`src/rtl/fetch_sequencer_pkg.sv`:
```
// rtl/fetch_sequencer_pkg.sv - shared widths, state encoding and timeout default for the fetch sequencer
// Purpose: constants and the FSM state type used by every fetch_sequencer file.
package fetch_sequencer_pkg;

  localparam int AW              = 6;   // memory address / AR width
  localparam int DW              = 9;   // memory word / DR width
  localparam int OPW             = 3;   // opcode / IR width; DW = OPW + AW
  localparam int OPND_BIT        = 8;   // instruction bit that requests an operand read
  localparam int CNT_W           = 4;   // wait counter width
  localparam int TIMEOUT_DEFAULT = 15;  // wait cycles tolerated per read before abort

  typedef enum logic [2:0] {
    S_IDLE,
    S_FETCH,
    S_DECODE,
    S_OPERAND,
    S_WRITE,
    S_FINISH,
    S_ABORT
  } state_e;

endpackage

```
`src/rtl/fetch_sequencer_if.sv`:
```
// rtl/fetch_sequencer_if.sv - control, memory and register-load signal bundle of the fetch sequencer
// Ports (slave = sequencer side):
//   START/PC_IN            fetch request and program address
//   MEM_RD/MEM_ADDR        read request and address to memory
//   MEM_RDY/MEM_DATA       read-data-valid and read data from memory
//   IR_LD/IR_DATA          opcode register load strobe and value
//   AR_LD/AR_DATA          address register load strobe and value
//   DR_LD/DR_DATA          data register load strobe and value
//   BUSY/DONE/ERR          status: not idle, success pulse, timeout pulse
interface fetch_sequencer_if;
  import fetch_sequencer_pkg::*;

  logic           START;
  logic [AW-1:0]  PC_IN;
  logic           MEM_RD;
  logic [AW-1:0]  MEM_ADDR;
  logic           MEM_RDY;
  logic [DW-1:0]  MEM_DATA;
  logic           IR_LD;
  logic [OPW-1:0] IR_DATA;
  logic           AR_LD;
  logic [AW-1:0]  AR_DATA;
  logic           DR_LD;
  logic [DW-1:0]  DR_DATA;
  logic           BUSY;
  logic           DONE;
  logic           ERR;

  modport slave (
    input  START, PC_IN, MEM_RDY, MEM_DATA,
    output MEM_RD, MEM_ADDR, IR_LD, IR_DATA, AR_LD, AR_DATA,
           DR_LD, DR_DATA, BUSY, DONE, ERR
  );

  modport master (
    output START, PC_IN, MEM_RDY, MEM_DATA,
    input  MEM_RD, MEM_ADDR, IR_LD, IR_DATA, AR_LD, AR_DATA,
           DR_LD, DR_DATA, BUSY, DONE, ERR
  );

endinterface

```
`src/rtl/fetch_sequencer_mem_read_port.sv`:
```
// rtl/fetch_sequencer_mem_read_port.sv - single outstanding memory read with wait counter and timeout
// Ports:
//   clk, resetn            clock, synchronous active-low reset
//   issue, issue_addr      start a read at issue_addr (ignored while a read is pending by construction)
//   mem_rdy                memory read-data-valid
//   mem_rd, mem_addr       registered read request and address
//   rd_ok                  read completes on this edge
//   rd_timeout             read is abandoned on this edge
module fetch_sequencer_mem_read_port
  import fetch_sequencer_pkg::*;
#(
  parameter int TIMEOUT = TIMEOUT_DEFAULT
) (
  input  logic          clk,
  input  logic          resetn,
  input  logic          issue,
  input  logic [AW-1:0] issue_addr,
  input  logic          mem_rdy,
  output logic          mem_rd,
  output logic [AW-1:0] mem_addr,
  output logic          rd_ok,
  output logic          rd_timeout
);

  logic             rd_q, rd_d;
  logic [AW-1:0]    addr_q, addr_d;
  logic [CNT_W-1:0] cnt_q, cnt_d;

  // Ready on the timeout edge still counts as success.
  assign rd_ok      = rd_q & mem_rdy;
  assign rd_timeout = rd_q & ~mem_rdy & (cnt_q == CNT_W'(TIMEOUT));

  always_comb begin
    rd_d   = rd_q;
    addr_d = addr_q;
    cnt_d  = cnt_q;
    if (issue) begin
      rd_d   = 1'b1;
      addr_d = issue_addr;
      cnt_d  = '0;
    end else if (rd_ok || rd_timeout) begin
      rd_d  = 1'b0;
      cnt_d = '0;
    end else if (rd_q) begin
      cnt_d = cnt_q + 1'b1;
    end
  end

  always_ff @(posedge clk) begin
    if (!resetn) begin
      rd_q   <= 1'b0;
      addr_q <= '0;
      cnt_q  <= '0;
    end else begin
      rd_q   <= rd_d;
      addr_q <= addr_d;
      cnt_q  <= cnt_d;
    end
  end

  assign mem_rd   = rd_q;
  assign mem_addr = addr_q;

endmodule

```
`src/rtl/fetch_sequencer.sv`:
```
// rtl/fetch_sequencer.sv - fetches an instruction, splits it into IR/AR and optionally loads the operand into DR
// Ports:
//   CLK, RESETN            clock, synchronous active-low reset
//   bus (slave)            START/PC_IN request, MEM_* read port, IR/AR/DR load strobes and data,
//                          BUSY/DONE/ERR status
module fetch_sequencer
  import fetch_sequencer_pkg::*;
#(
  parameter int TIMEOUT = TIMEOUT_DEFAULT
) (
  input  logic               CLK,
  input  logic               RESETN,
  fetch_sequencer_if.slave   bus
);

  state_e         state_q, state_d;
  logic [DW-1:0]  word_q, word_d;       // instruction word, then reused for the operand
  logic           ir_ld_q, ir_ld_d;
  logic [OPW-1:0] ir_data_q, ir_data_d;
  logic           ar_ld_q, ar_ld_d;
  logic [AW-1:0]  ar_data_q, ar_data_d;
  logic           dr_ld_q, dr_ld_d;
  logic [DW-1:0]  dr_data_q, dr_data_d;
  logic           busy_q, busy_d;
  logic           done_q, done_d;
  logic           err_q, err_d;

  logic           issue;
  logic [AW-1:0]  issue_addr;
  logic           rd_ok;
  logic           rd_timeout;

  fetch_sequencer_mem_read_port #(
    .TIMEOUT(TIMEOUT)
  ) u_mem_read_port (
    .clk       (CLK),
    .resetn    (RESETN),
    .issue     (issue),
    .issue_addr(issue_addr),
    .mem_rdy   (bus.MEM_RDY),
    .mem_rd    (bus.MEM_RD),
    .mem_addr  (bus.MEM_ADDR),
    .rd_ok     (rd_ok),
    .rd_timeout(rd_timeout)
  );

  // Every state's action is registered, so strobes and pulses appear in the
  // cycle after the state that decides them. DATA buses only move with their LD.
  always_comb begin
    state_d    = state_q;
    word_d     = word_q;
    ir_ld_d    = 1'b0;
    ar_ld_d    = 1'b0;
    dr_ld_d    = 1'b0;
    done_d     = 1'b0;
    err_d      = 1'b0;
    ir_data_d  = ir_data_q;
    ar_data_d  = ar_data_q;
    dr_data_d  = dr_data_q;
    issue      = 1'b0;
    issue_addr = bus.PC_IN;

    case (state_q)
      S_IDLE: begin
        if (bus.START) begin
          issue   = 1'b1;
          state_d = S_FETCH;
        end
      end
      S_FETCH: begin
        if (rd_ok) begin
          word_d  = bus.MEM_DATA;
          state_d = S_DECODE;
        end else if (rd_timeout) begin
          state_d = S_ABORT;
        end
      end
      S_DECODE: begin
        ir_ld_d   = 1'b1;
        ir_data_d = word_q[DW-1 -: OPW];
        ar_ld_d   = 1'b1;
        ar_data_d = word_q[AW-1:0];
        if (word_q[OPND_BIT]) begin
          issue      = 1'b1;
          issue_addr = word_q[AW-1:0];
          state_d    = S_OPERAND;
        end else begin
          state_d = S_FINISH;
        end
      end
      S_OPERAND: begin
        if (rd_ok) begin
          word_d  = bus.MEM_DATA;
          state_d = S_WRITE;
        end else if (rd_timeout) begin
          state_d = S_ABORT;
        end
      end
      S_WRITE: begin
        dr_ld_d   = 1'b1;
        dr_data_d = word_q;
        state_d   = S_FINISH;
      end
      S_FINISH: begin
        done_d  = 1'b1;
        state_d = S_IDLE;
      end
      S_ABORT: begin
        err_d   = 1'b1;
        state_d = S_IDLE;
      end
      default: state_d = S_IDLE;
    endcase

    busy_d = (state_d != S_IDLE);
  end

  always_ff @(posedge CLK) begin
    if (!RESETN) begin
      state_q   <= S_IDLE;
      word_q    <= '0;
      ir_ld_q   <= 1'b0;
      ir_data_q <= '0;
      ar_ld_q   <= 1'b0;
      ar_data_q <= '0;
      dr_ld_q   <= 1'b0;
      dr_data_q <= '0;
      busy_q    <= 1'b0;
      done_q    <= 1'b0;
      err_q     <= 1'b0;
    end else begin
      state_q   <= state_d;
      word_q    <= word_d;
      ir_ld_q   <= ir_ld_d;
      ir_data_q <= ir_data_d;
      ar_ld_q   <= ar_ld_d;
      ar_data_q <= ar_data_d;
      dr_ld_q   <= dr_ld_d;
      dr_data_q <= dr_data_d;
      busy_q    <= busy_d;
      done_q    <= done_d;
      err_q     <= err_d;
    end
  end

  assign bus.IR_LD   = ir_ld_q;
  assign bus.IR_DATA = ir_data_q;
  assign bus.AR_LD   = ar_ld_q;
  assign bus.AR_DATA = ar_data_q;
  assign bus.DR_LD   = dr_ld_q;
  assign bus.DR_DATA = dr_data_q;
  assign bus.BUSY    = busy_q;
  assign bus.DONE    = done_q;
  assign bus.ERR     = err_q;

endmodule

```
`src/flat_wrapper.sv`:
```
// flat-port wrapper written by rule: the top's interface ports become plain ports
module fetch_sequencer_flat import fetch_sequencer_pkg::*;
#(
  parameter int TIMEOUT = TIMEOUT_DEFAULT
)
  (CLK, RESETN, bus_START, bus_PC_IN, bus_MEM_RDY, bus_MEM_DATA, bus_MEM_RD, bus_MEM_ADDR, bus_IR_LD, bus_IR_DATA, bus_AR_LD, bus_AR_DATA, bus_DR_LD, bus_DR_DATA, bus_BUSY, bus_DONE, bus_ERR);
  fetch_sequencer_if bus_i ();
  input  logic CLK;
  input  logic RESETN;
  input wire logic [$bits(bus_i.START)-1:0] bus_START;
  input wire logic [$bits(bus_i.PC_IN)-1:0] bus_PC_IN;
  input wire logic [$bits(bus_i.MEM_RDY)-1:0] bus_MEM_RDY;
  input wire logic [$bits(bus_i.MEM_DATA)-1:0] bus_MEM_DATA;
  output wire logic [$bits(bus_i.MEM_RD)-1:0] bus_MEM_RD;
  output wire logic [$bits(bus_i.MEM_ADDR)-1:0] bus_MEM_ADDR;
  output wire logic [$bits(bus_i.IR_LD)-1:0] bus_IR_LD;
  output wire logic [$bits(bus_i.IR_DATA)-1:0] bus_IR_DATA;
  output wire logic [$bits(bus_i.AR_LD)-1:0] bus_AR_LD;
  output wire logic [$bits(bus_i.AR_DATA)-1:0] bus_AR_DATA;
  output wire logic [$bits(bus_i.DR_LD)-1:0] bus_DR_LD;
  output wire logic [$bits(bus_i.DR_DATA)-1:0] bus_DR_DATA;
  output wire logic [$bits(bus_i.BUSY)-1:0] bus_BUSY;
  output wire logic [$bits(bus_i.DONE)-1:0] bus_DONE;
  output wire logic [$bits(bus_i.ERR)-1:0] bus_ERR;
  assign bus_i.START = bus_START;
  assign bus_i.PC_IN = bus_PC_IN;
  assign bus_i.MEM_RDY = bus_MEM_RDY;
  assign bus_i.MEM_DATA = bus_MEM_DATA;
  assign bus_MEM_RD = bus_i.MEM_RD;
  assign bus_MEM_ADDR = bus_i.MEM_ADDR;
  assign bus_IR_LD = bus_i.IR_LD;
  assign bus_IR_DATA = bus_i.IR_DATA;
  assign bus_AR_LD = bus_i.AR_LD;
  assign bus_AR_DATA = bus_i.AR_DATA;
  assign bus_DR_LD = bus_i.DR_LD;
  assign bus_DR_DATA = bus_i.DR_DATA;
  assign bus_BUSY = bus_i.BUSY;
  assign bus_DONE = bus_i.DONE;
  assign bus_ERR = bus_i.ERR;
  fetch_sequencer #(.TIMEOUT(TIMEOUT)) u_core (.CLK(CLK), .RESETN(RESETN), .bus(bus_i));
endmodule
```
`config.mk`:
```
export PLATFORM = sky130hd
export DESIGN_NAME = fetch_sequencer_flat
export DESIGN_NICKNAME = d
export VERILOG_FILES = /design/src/rtl/fetch_sequencer_pkg.sv /design/src/rtl/fetch_sequencer_if.sv /design/src/rtl/fetch_sequencer_mem_read_port.sv /design/src/rtl/fetch_sequencer.sv /design/src/flat_wrapper.sv
export SDC_FILE = /design/constraint.sdc
export NUM_CORES = 1
export LEC_CHECK = 0
export ABC_AREA = 1
export BUFFER_PORTS_ARGS = -buffer_cell sky130_fd_sc_hd__buf_2
export CORE_MARGIN = 2
export CORE_UTILIZATION = 50
export CTS_CLUSTER_SIZE = 10
export DETAILED_ROUTE_END_ITERATION = 10
export PLACE_DENSITY = 0.88
export REMOVE_ABC_BUFFERS = 1
export SETUP_SLACK_MARGIN = 0.2
export SYNTH_ARGS = -nofsm -noshare
export SYNTH_HDL_FRONTEND = slang
export SYNTH_SLANG_ARGS = --single-unit
```
`constraint.sdc`:
```
create_clock -name CLK -period 2.55 [get_ports CLK]
set_clock_uncertainty 0.15 [all_clocks]
set_input_delay 0.765 -clock CLK [delete_from_list [all_inputs] [get_ports CLK]]
set_output_delay 0.765 -clock CLK [all_outputs]
set_load 0.02 [all_outputs]
```
-- After elaboration in Yosys (flattened, before gate mapping)
Cells that the tools add are included.
- $add $sub $neg: 1
- eq/ne operators: 7
- multiplexer cells: 17
- bitwise operators: 5
- reduce and logical (&&, ||, !) cells: 7
- operators with widths (kind ; count):
    3-bit two-way mux ; 5
    3-bit one-hot mux with 5 select lines ; 1
    6-bit two-way mux ; 2
    3-bit equality test (second input constant) ; 3
    1-bit two-way mux ; 8
    3-bit by 2-bit equality test with 1-bit output (second input constant) ; 2
    4-bit by 1-bit adder with 4-bit output (second input constant) ; 1
    4-bit equality test (second input constant) ; 1
    1-bit AND ; 3
    3-bit by 1-bit equality test with 1-bit output (second input constant) ; 1
    3-bit zero test ; 1
    3-bit nonzero test ; 1
    3-bit OR reduction ; 1
    1-bit inverter ; 2
    1-bit one-hot mux with 2 select lines ; 1
    2-bit AND reduction ; 1
    2-bit nonzero test ; 1
    2-bit OR reduction ; 1
    1-bit logical OR ; 1
- register bits: 46
- output and inout bits: 31

-- Logic depth before layout (Yosys ltp)
- depth in word-level cells: 7
- gate-level depth with buffers: 8
- mapped depth without buffers: 7

-- By module
Synthesis repeated with hierarchy kept, for this count alone.
- cell total of the unflattened synthesis: 232
- area total of the unflattened synthesis: 1826.8 µm²
- by module, submodules not included (module ; times used ; cells each ; area an instance (µm²) ; seq. area each (µm²)):
    fetch_sequencer ; 1 ; 171 ; 1357.6 ; 700.7
    fetch_sequencer_mem_read_port ; 1 ; 61 ; 469.2 ; 220.2

-- Least setup slack after synthesis
No wires, ideal clock.
- path kind: in2reg
- start: input RESETN
- end: register u_core.dr_data_q[2], in the netlist u_core.bus.DR_DATA[2]
- setup time: 0.070 ns
- data arrival time: 1.352 ns
- slack: 0.978 ns
- stages on the path: 4
- path buffers: 2
- cell sequence: clkbuf_2 -> clkbuf_1 -> o21ai_0 -> a21oi_1
- RTL lines (element ; line ; source):
    start, declared ; flat_wrapper.sv:9 ; input logic RESETN;
    end signal, assigned ; fetch_sequencer.sv:139 ; dr_data_q <= dr_data_d;
    end, declared ; fetch_sequencer.sv:23 ; logic [DW-1:0] dr_data_q, dr_data_d;

-- Worst setup path after layout
- start: register u_core.u_mem_read_port.rd_q, in the netlist u_core.u_mem_read_port.mem_rd
- end: output bus_MEM_RD
- RTL lines (element ; line ; source):
    start, declared ; fetch_sequencer_mem_read_port.sv:25 ; logic rd_q, rd_d;
    start signal, assigned ; fetch_sequencer_mem_read_port.sv:55 ; rd_q <= rd_d;
    end, declared ; flat_wrapper.sv:14 ; output wire logic [$bits(bus_i.MEM_RD)-1:0] bus_MEM_RD;
No word-level cell between the ends.

==> qor.yml <==
outcome:
  status: "finished, final reports clean"
setup_path:
  critical_path_arrival_ns: 1.09
  worstSetupPathType: "flop to primary output"
  crit_family: "flip-flops"
  crit_slowest_cell: "dfxtp_1"
  cp_max_fo: 7
  start_kind: "flop"
  path_cells: "buf_2"
  setup.worst_path.end_class: "primary output"
  cpPeakStageDelay_ns: 0.50
  worst-path-buf-inv: 1
  cp_data_required_time_ns: 1.64
  r2r_slack_ns: 1.00
synthesis:
  ys_seq_area_share_pct: 50.9
  syn_inst: 239
  synth_cell_type_count: 26
  syn_area_per_cell_um2: 7.56
  ys_warn_count: 0
  ys_ff_latch: 46
  synth_area_um2: 1810
clock_tree:
  cts_tree: "yes"
  h-tree-depth: 2
  cts.sinks: 46
  cts_made_buffers: 5
  cts_root_buf: "clkbuf_4"
  cts_setup_buffers: 0
  hold_buffers: 0
  clk_latency_ns: 0.37
  clk_pin_slew_ns: 0.13
  clockBufferDepth: 2
  cts_resized: 0
placed_design:
  dp_slack_ns: 0.774
  io_buffers: 49
  gp_congestion: 0.877
  hpwl_mm: 2.88
global_routing:
  grt-ovfl-total: 0
  track_usage_pct: 20.5
  antenna_found_initial: 0
  grt_max_degree: 19
  grt_pass1_vias: 1475
  grt_pass1_wl_mm: 6.47
sta:
  hold_viol_final: 0
  fin_crit_sh_pct: 78.6
  finalCriticalPeriod_ns: 2.00
  fin_setup_tns_ns: 0
  slew_violations: 0
  setup_viol: 0
  relSlewSlack_pct: 75.8
  max_slew.worst_pin.slew_ns: 0.359
  fin_ws_ns: 0.545
  fmax_ghz: 0.499
  finalHoldWorstSlack_ns: 0.309
  rsz0062_at_grt: "false"
pwr:
  p_comb_share_pct: 12.9
  p_seq_share_pct: 61.1
  power_switching_uw: 353
  vdd_ir_drop_max_uv: 404
  clkPwrFrac_pct: 26.0
  power_uw: 1260
  p_per_area_nw_per_um2: 598
  netSwitchingFraction_pct: 28.0
  intPower_uw: 909
  power.leakage_uw: 0.00105
finish:
  layout_commonest_cell: "nor2_1"
  antenna_cells: 0
  syn_to_final_growth_pct: 16.7
  fin_nets: 307
  drive_above_1_share_pct: 23.7
  final_cell_mix: "64 x nor2_1, 49 x buf_2, 46 x dfxtp_1, 45 x nand2_1, 26 x o21ai_0"
routing:
  wl_met1_mm: 1.67
  vias: 1645
  wl_met3_um: 290
  ant_nets: 0
  vias_per_cell: 4.94
  drt-total-wl_mm: 3.90
  firstDrtPassIters: 4
  route.detailed.drc: 0
  met2_length_mm: 1.86
  drtIter0Drc: 66
  routed.top_layer: "met4"
  wl_per_cell_um: 11.7
run:
  max_cap_violations: 0
floorplanning:
  initial_core_util_pct: 52.9
  pin_count: 50
  die_y_um: 64.1
  core_area_um2: 3420
  die_area_um2: 4110
  die_w_um: 64.1
  rows: 21
worst_hold_path:
  hp-class: "flop to flop"
## per-layer routing
metal | track usage [%] | vias to the layer above
met5 | 0 | -
met1 | 24.8 | 728
met2 | 34.1 | 59
met4 | 9.31 | 0
met3 | 5.46 | 8
li1 | - | 850
## power groups by stage
stage                     registers [uW]  logic (uW)  clock network (uW)
final                                771         163                 329
after global routing                 776         181                 361
after detailed placement             788         162                   0
after floorplan                      808        77.3                   0
after global placement               786         158                   0
after CTS                            771         163                 331
## layout make-up
class / count / area (um^2)
well taps: 46 / 57.6
inverters: 12 / 45.0
clock inverters: 1 / 7.51
fillers: 318 / 1310
flip-flops and latches: 46 / 921
repair buffers: 52 / 268
clock buffers: 6 / 41.3
multi-input cells: 170 / 769
## cell usage after synthesis, drive strengths merged
| cell | instances | area (um^2) |
|---|---|---|
| nand2 | 49 | 194 |
| nand4 | 1 | 6.26 |
| dfxtp | 46 | 921 |
| nor2 | 67 | 269 |
| a21oi | 11 | 55.1 |
| xor2 | 2 | 17.5 |
| buf | 7 | 55.1 |
| o21a | 1 | 7.51 |
| o21ai | 29 | 149 |
| clkbuf | 4 | 17.5 |
| nand3 | 5 | 30.0 |
| nor3 | 2 | 10.0 |
| inv | 12 | 45.0 |
| xnor2 | 1 | 8.76 |
| ha | 1 | 12.5 |
| mux2i | 1 | 10.0 |
## kinds of logic (layout without fill, tap and decap cells)
| logic type | Yosys count | count (layout) | share of synthesized area (%) |
|---|---|---|---|
| muxes | 1 | 1 | 0.554 |
| and+or+nand+nor | 124 | 124 | 28.2 |
| buffers and inverters | 23 | 71 | 6.51 |
| DFF | 46 | 46 | 50.9 |
| xor gates and xnor gates | 3 | 3 | 1.45 |
| AOI/OAI and AO/OA | 41 | 41 | 11.7 |
| adders and majority gates | 1 | 1 | 0.692 |
## registers in the layout, indices dropped and copies added, names as in the netlist
register and count:
u_core.bus.DR_DATA 9, u_core.word_q 9, u_core.bus.AR_DATA 6, u_core.u_mem_read_port.mem_addr 6, u_core.u_mem_read_port.cnt_q 4, u_core.bus.IR_DATA 3
u_core.state_q 3, u_core.bus.BUSY 1, u_core.bus.DONE 1, u_core.bus.DR_LD 1, u_core.bus.ERR 1, u_core.bus.IR_LD 1
u_core.u_mem_read_port.mem_rd 1
## through the flow
| step | util [%] | instances | instance area (um^2) |
|---|---|---|---|
| finish | 61.8 | 333 | 2110 |
| global route | 61.8 | 333 | 2110 |
| CTS | 61.8 | 333 | 2110 |
| detailed placement | 60.3 | 326 | 2060 |
| global placement | 60.3 | 326 | 2060 |
| floorplan | - | 228 | 1740 |
## path summary, 6_finish.rpt
| kind | from | to | cells after the start |
|---|---|---|---|
| max reg2reg | u_core.state_q[1]$_SDFF_PN0_ | u_core.bus.DR_DATA[2]$_SDFFE_PN0P_ | 6 |
| min reg2reg | u_core.u_mem_read_port.mem_addr[3]$_SDFFE_PN0P_ | u_core.u_mem_read_port.mem_addr[3]$_SDFFE_PN0P_ | 2 |
| min | u_core.u_mem_read_port.mem_addr[3]$_SDFFE_PN0P_ | u_core.u_mem_read_port.mem_addr[3]$_SDFFE_PN0P_ | 2 |
| max | u_core.u_mem_read_port.mem_rd$_SDFFE_PN0P_ | bus_MEM_RD | 1 |
No activity file was read; power rests on OpenSTA's default activity.
